$ cat src/rtl/tcam_pkg.sv
// tcam_pkg: shared widths, FSM states and TCAM command layout for the access arbiter
package tcam_pkg;
    localparam int KEY_W   = 28;
    localparam int RES_W   = 6;
    localparam int WDATA_W = 32;

    typedef enum logic [1:0] {IDLE, ISSUE, WAIT, RESP} state_t;

    typedef struct packed {
        logic               csb;
        logic               web;
        logic [3:0]         wmask;
        logic [KEY_W-1:0]   addr;
        logic [WDATA_W-1:0] wdata;
    } tcam_cmd_t;
endpackage

$ cat src/rtl/tcam_arb_prio.sv
// tcam_arb_prio: search-first priority selector with a saturating update starvation guard
module tcam_arb_prio #(
    parameter int STARVE_MAX = 4
) (
    input  logic clk_i,
    input  logic rst_i,
    input  logic en_i,
    input  logic srch_valid_i,
    input  logic upd_valid_i,
    output logic grant_srch_o,
    output logic grant_upd_o
);
    logic [3:0] starve_q;
    logic       starved;

    assign starved      = starve_q == 4'(STARVE_MAX);
    assign grant_upd_o  = en_i && upd_valid_i && (!srch_valid_i || starved);
    assign grant_srch_o = en_i && srch_valid_i && !grant_upd_o;

    // count update losses only when the arbiter is actually choosing; clear on an update win
    always_ff @(posedge clk_i or posedge rst_i) begin
        if (rst_i)
            starve_q <= '0;
        else if (grant_upd_o)
            starve_q <= '0;
        else if (en_i && upd_valid_i && !starved)
            starve_q <= starve_q + 4'd1;
    end
endmodule

$ cat src/rtl/tcam_access_arb.sv
// tcam_access_arb: shares one TCAM between a search port and an update port, one command at a time
module tcam_access_arb #(
    parameter int RD_LAT     = 2,
    parameter int STARVE_MAX = 4,
    parameter int KEY_W      = tcam_pkg::KEY_W,
    parameter int RES_W      = tcam_pkg::RES_W
) (
    input  logic             clk_i,
    input  logic             rst_i,
    input  logic             srch_valid_i,
    output logic             srch_ready_o,
    input  logic [KEY_W-1:0] srch_key_i,
    output logic             rsp_valid_o,
    input  logic             rsp_ready_i,
    output logic [RES_W-1:0] rsp_data_o,
    input  logic             upd_valid_i,
    output logic             upd_ready_o,
    input  logic [KEY_W-1:0] upd_addr_i,
    input  logic [31:0]      upd_wdata_i,
    input  logic [3:0]       upd_wmask_i,
    output logic             upd_done_o,
    output logic             tcam_csb_o,
    output logic             tcam_web_o,
    output logic [3:0]       tcam_wmask_o,
    output logic [KEY_W-1:0] tcam_addr_o,
    output logic [31:0]      tcam_wdata_o,
    input  logic [RES_W-1:0] tcam_rdata_i,
    output logic             busy_o
);
    import tcam_pkg::*;

    state_t           state_q;
    tcam_cmd_t        cmd_q;
    logic [2:0]       lat_q;
    logic             rsp_valid_q, upd_done_q, busy_q;
    logic [RES_W-1:0] rsp_data_q;
    logic             arb_en, grant_srch, grant_upd, lat_done;

    assign arb_en   = state_q == IDLE && !rst_i;
    assign lat_done = lat_q == 3'(RD_LAT - 1);

    tcam_arb_prio #(.STARVE_MAX(STARVE_MAX)) u_prio (
        .clk_i       (clk_i),
        .rst_i       (rst_i),
        .en_i        (arb_en),
        .srch_valid_i(srch_valid_i),
        .upd_valid_i (upd_valid_i),
        .grant_srch_o(grant_srch),
        .grant_upd_o (grant_upd)
    );

    assign srch_ready_o = grant_srch;
    assign upd_ready_o  = grant_upd;
    assign rsp_valid_o  = rsp_valid_q;
    assign rsp_data_o   = rsp_data_q;
    assign upd_done_o   = upd_done_q;
    assign busy_o       = busy_q;
    assign tcam_csb_o   = cmd_q.csb;
    assign tcam_web_o   = cmd_q.web;
    assign tcam_wmask_o = cmd_q.wmask;
    assign tcam_addr_o  = cmd_q.addr;
    assign tcam_wdata_o = cmd_q.wdata;

    // command sequencer: accept, issue one cycle, wait out read latency, hold result until taken
    always_ff @(posedge clk_i or posedge rst_i) begin
        if (rst_i) begin
            state_q     <= IDLE;
            cmd_q       <= '{csb: 1'b1, web: 1'b1, wmask: '0, addr: '0, wdata: '0};
            lat_q       <= '0;
            rsp_valid_q <= 1'b0;
            rsp_data_q  <= '0;
            upd_done_q  <= 1'b0;
            busy_q      <= 1'b0;
        end else begin
            upd_done_q <= 1'b0;
            case (state_q)
                IDLE: if (grant_srch || grant_upd) begin
                    state_q     <= ISSUE;
                    busy_q      <= 1'b1;
                    lat_q       <= '0;
                    upd_done_q  <= grant_upd;
                    cmd_q.csb   <= 1'b0;
                    cmd_q.web   <= !grant_upd;
                    cmd_q.wmask <= grant_upd ? upd_wmask_i : 4'h0;
                    cmd_q.addr  <= grant_upd ? upd_addr_i : srch_key_i;
                    cmd_q.wdata <= grant_upd ? upd_wdata_i : cmd_q.wdata;
                end
                ISSUE, WAIT: begin
                    cmd_q.csb <= 1'b1;
                    cmd_q.web <= 1'b1;
                    if (state_q == ISSUE && !cmd_q.web) begin
                        state_q <= IDLE;
                        busy_q  <= 1'b0;
                    end else if (lat_done) begin
                        state_q     <= RESP;
                        rsp_valid_q <= 1'b1;
                        rsp_data_q  <= tcam_rdata_i;
                    end else begin
                        state_q <= WAIT;
                        lat_q   <= lat_q + 3'd1;
                    end
                end
                RESP: if (rsp_ready_i) begin
                    state_q     <= IDLE;
                    rsp_valid_q <= 1'b0;
                    busy_q      <= 1'b0;
                end
                default: state_q <= IDLE;
            endcase
        end
    end

    // requesters must keep the payload stable while valid waits for ready
    a_srch_hold: assert property (@(posedge clk_i) disable iff (rst_i)
        srch_valid_i && !srch_ready_o |=> !srch_valid_i || $stable(srch_key_i));
    a_upd_hold: assert property (@(posedge clk_i) disable iff (rst_i)
        upd_valid_i && !upd_ready_o |=> !upd_valid_i || $stable({upd_addr_i, upd_wdata_i, upd_wmask_i}));
endmodule
$ cat config.mk
export PLATFORM = sky130hd
export DESIGN_NAME = tcam_access_arb
export DESIGN_NICKNAME = d
export VERILOG_FILES = /design/src/rtl/tcam_pkg.sv /design/src/rtl/tcam_arb_prio.sv /design/src/rtl/tcam_access_arb.sv
export SDC_FILE = /design/constraint.sdc
export NUM_CORES = 1
export LEC_CHECK = 0
export CORE_ASPECT_RATIO = 1.4
export CORE_MARGIN = 2
export CORE_UTILIZATION = 40
export DETAILED_ROUTE_END_ITERATION = 8
export PLACE_DENSITY = 0.78
export SLEW_MARGIN = 40
export SYNTH_ARGS = -nofsm -noshare
export SYNTH_HDL_FRONTEND = slang
export SYNTH_SLANG_ARGS = --single-unit
$ cat constraint.sdc
create_clock -name clk_i -period 4.2 [get_ports clk_i]
set_clock_uncertainty 0.2 [all_clocks]
set_input_delay 1.26 -clock clk_i [delete_from_list [all_inputs] [get_ports clk_i]]
set_output_delay 1.26 -clock clk_i [all_outputs]
set_load 0.01 [all_outputs]
==> key figures <==
Final layout
  • Sequential Area: 0.002105 sq mm
  • Filler cell count: about 700
  • Final instance area: 0.005826 sq mm
  • Fraction of layout cells with a size suffix above 1: 0.1161
  • Multi-input combinational cell area: roughly 0.0014 sq mm
  • Diode count: 0
  • Post-route insts no fill: between 500 and 600
  • Layout overhead on the synthesized area: 59.95%
  • Most common cell after layout, fill and taps aside: clkdlybuf4s50_1
  • Commonest non-fill, non-tap cells in the layout: clkdlybuf4s50_1 (178), dfrtp_1 (82), a22o_1 (33)
  • Nets: 571

Timing
  • Final worst-path cycle share: 0.9794
  • RSZ-0062 raised after global routing: false
  • Hold Fails Final Rpt: 0
  • Final worst setup slack: 86.43 ps
  • Final min period: just over 4000 ps
  • Fmax achieved: around 240 MHz
  • Worst slew margin: 0.6164
  • Fin. max-slew vios: 0
  • Final setup viols: 0
  • Slew of the pin with the lowest slew margin: roughly 570 ps

Floorplanning
  • Full die area: about 0.0099 sq mm
  • # IOs: between 150 and 200
  • Die Y: around 120 um
  • Die width: ~85 um
  • Core Area: about 0.0089 sq mm
  • Rows: 41
  • Initial Util: 0.4080

Worst setup path
  • WS Path Type: in2out
  • Startpoint Class: input pin
  • Critical path arrival: ~2700 ps
  • Critical path cell sequence: clkdlybuf4s50_1 > and2b_4 > nand2_4 > nor2_1 > clkdlybuf4s50_1
  • WP data required: about 2700 ps
  • Max incr delay on CP: approximately 530 ps
  • Slowest-stage cell, CP: clkdlybuf4s50_1
  • CP dominant cell by count: clkdlybuf4s50_1
  • Worst Setup End Kind: primary output
  • Max Fanout on Critical Path: 3

Logic synthesis
  • Seq/Total Area, Yosys: 0.5778
  • Post-synthesis mux area share: 0.1261
  • Synth Area in Compound Gates: 0.1783
  • Avg Cell Area, Syn: approximately 13 sq um
  • Top-area cell type share of the netlist area: 0.5634
  • Simple-gate share of the synthesized area: 0.05256
  • Post-synthesis register bit count: 84
  • Largest family of logic cells by synthesized area: compound AO/OA/AOI/OAI gates
  • Area share of fa/ha/maj cells after synthesis: 0.02748
  • Distinct cells, synth: 35
  • Largest cells by area after synthesis: dfrtp_1 (56%), a22o_1 (7.9%), mux2_2 (6.8%)
  • Syn Std Cell Area: 0.003642 sq mm
  • Top cell type by total area after synthesis: dfrtp_1
  • Cell count after synthesis: 277
  • Synth warn: 0
  • Synthesized net count: 388
  • XOR/XNOR share of the synthesized area: 0

Place
  • Dpl hpwl: ~7000 um
  • PortBufs: between 150 and 200
  • Pre-CTS WS: -12.93 ps
  • Placed instance area: 0.005545 sq mm
  • DP Cell Count: about 560
  • Gpl congestion: around 0.79

Job
  • MaxCap Viol Count: 0

Clocking
  • TritonCTS clock tree: done
  • Setup bufs post-CTS: 0
  • Clock latency on the worst-skew pair: around 330 ps
  • CTS buffer count: 9
  • Clk slew on worst S/H paths: 60 ps
  • Max clock buf depth: 2
  • CTS H-tree lvls: 3
  • TritonCTS sink count: 84
  • Root Buffer: clkbuf_16

Route
  • Drt pass-1 iters: 4
  • DR vias/cell: 5.082
  • Vias post-DR: ~2900
  • Total wire length: between 9000 and 10000 um
  • 1st-iter DRT viols: 107
  • Routed Antenna Nets: 0
  • WL/cell: ~17 um
  • DRC: 0

Global routing
  • Largest net degree at the start of global routing: 50
  • Gr ovfl total: 0
  • GRT Overall Usage: 0.2008
  • Initial antenna violation count: 0
  • First-pass GRT wire length: roughly 15000 um
  • Vias in the first global route: a little over 3000

Power and ir drop
  • Leak pwr: around 2.7 nW
  • VDD IR max: roughly 490 uV
  • Total power: roughly 0.004 W
  • Pwr/cell area: between 600 and 700 mW/mm^2

Status
  • Outcome: complete, no violations

Min path
  • Class of the worst hold path: reg2reg
## final cells by class
type	instances	share of cell area
inverters	11	0.007302
clock buffers	13	0.04467
clock inverters	3	0.003651
multi-input cells	167	0.2403
well taps	107	0.02298
repair buffers	187	0.3198
flip-flops and latches	84	0.3613
## timing repair
item / 4_1_cts / 5_1_grt
resized for setup: 1 / 0
hold endpoints to repair: 0 / 0
endpoints found under the setup margin: 1 / 0
hold buffers: 0 / 0
## flip-flops by register name (all words and copies together) (netlist names)
signal	cells
tcam_csb_o	1
tcam_wdata_o	32
busy_o	1
rsp_valid_o	1
tcam_wmask_o	4
tcam_web_o	1
lat_q	3
tcam_addr_o	28
u_prio.starve_q	4
rsp_data_o	6
upd_done_o	1
state_q	2
## cells in the mapped netlist
cell       number
nand2_1        11
and2_4          1
mux2_2         22
and3_1          2
mux2_1         17
o21bai_1        1
nand3_1         3
a2bb2oi_1       2
nor2_4          1
o41ai_1         1
mux2i_1         2
o311ai_2        1
dfrtp_1        82
a22o_1         33
and2b_4         1
ha_1            8
buf_4           1
a21oi_1         2
o211a_1         1
o22ai_1         1
nand3b_1        2
or2_2           2
nor2b_1         3
nand2_4         1
buf_6           3
nand2b_1        2
o31ai_1         1
o21ai_0        10
a21o_1         28
inv_1          11
nor2_1          6
dfstp_2         2
o21a_1          1
buf_2          11
o2111ai_1       1
## path summary, 6_finish.rpt
path | from | endpoint | slack (ps) | depth (start not counted)
max in group asynchronous | rst_i | tcam_csb_o | 1840 | 3
min reg2reg | u_prio.starve_q[3] | u_prio.starve_q[3] | 280 | 1
min in group asynchronous | rst_i | u_prio.starve_q[0] | 1120 | 2
max | rst_i | upd_ready_o | 90 | 5
min | u_prio.starve_q[3] | u_prio.starve_q[3] | 280 | 1
max reg2reg | state_q[0] | tcam_addr_o[20] | 1690 | 8
## layer usage
layer	wire length [um]	global-route usage
met3	630	0.04698
met2	5006	0.3475
met1	3999	0.2436
met5	0	0
met4	163	0.08042
## power breakdown
part | switching (W) | internal (W)
logic | 0.000749 | 0.00113
registers | 0.000203 | 0.00119
clock network | 0.000307 | 0.000433
## cell families after synthesis
kind of cell,after synthesis
compound gates,83
fa+ha+maj,8
buf+inv,26
flops,84
mux,41
simple gates,35
## critical path, delay by kind of cell
family | cells | cell delay [ps]
buffers and inverters | 2 | 970
AND/OR/NAND/NOR | 3 | 420
## stage by stage
stage | setup TNS [ps] | utilization | hold WS, ps
6_report | 0 | 0.6526 | 284.3
5_1_grt | 0 | 0.6526 | 307.2
4_1_cts | 0 | 0.6526 | 283.0
3_5_place_dp | -12.93 | 0.6213 | 270.6
3_3_place_gp | -10.34 | 0.6213 | 262.3
2_1_floorplan | 0 | - | 237.5
(Power assumes the default switching activity.)
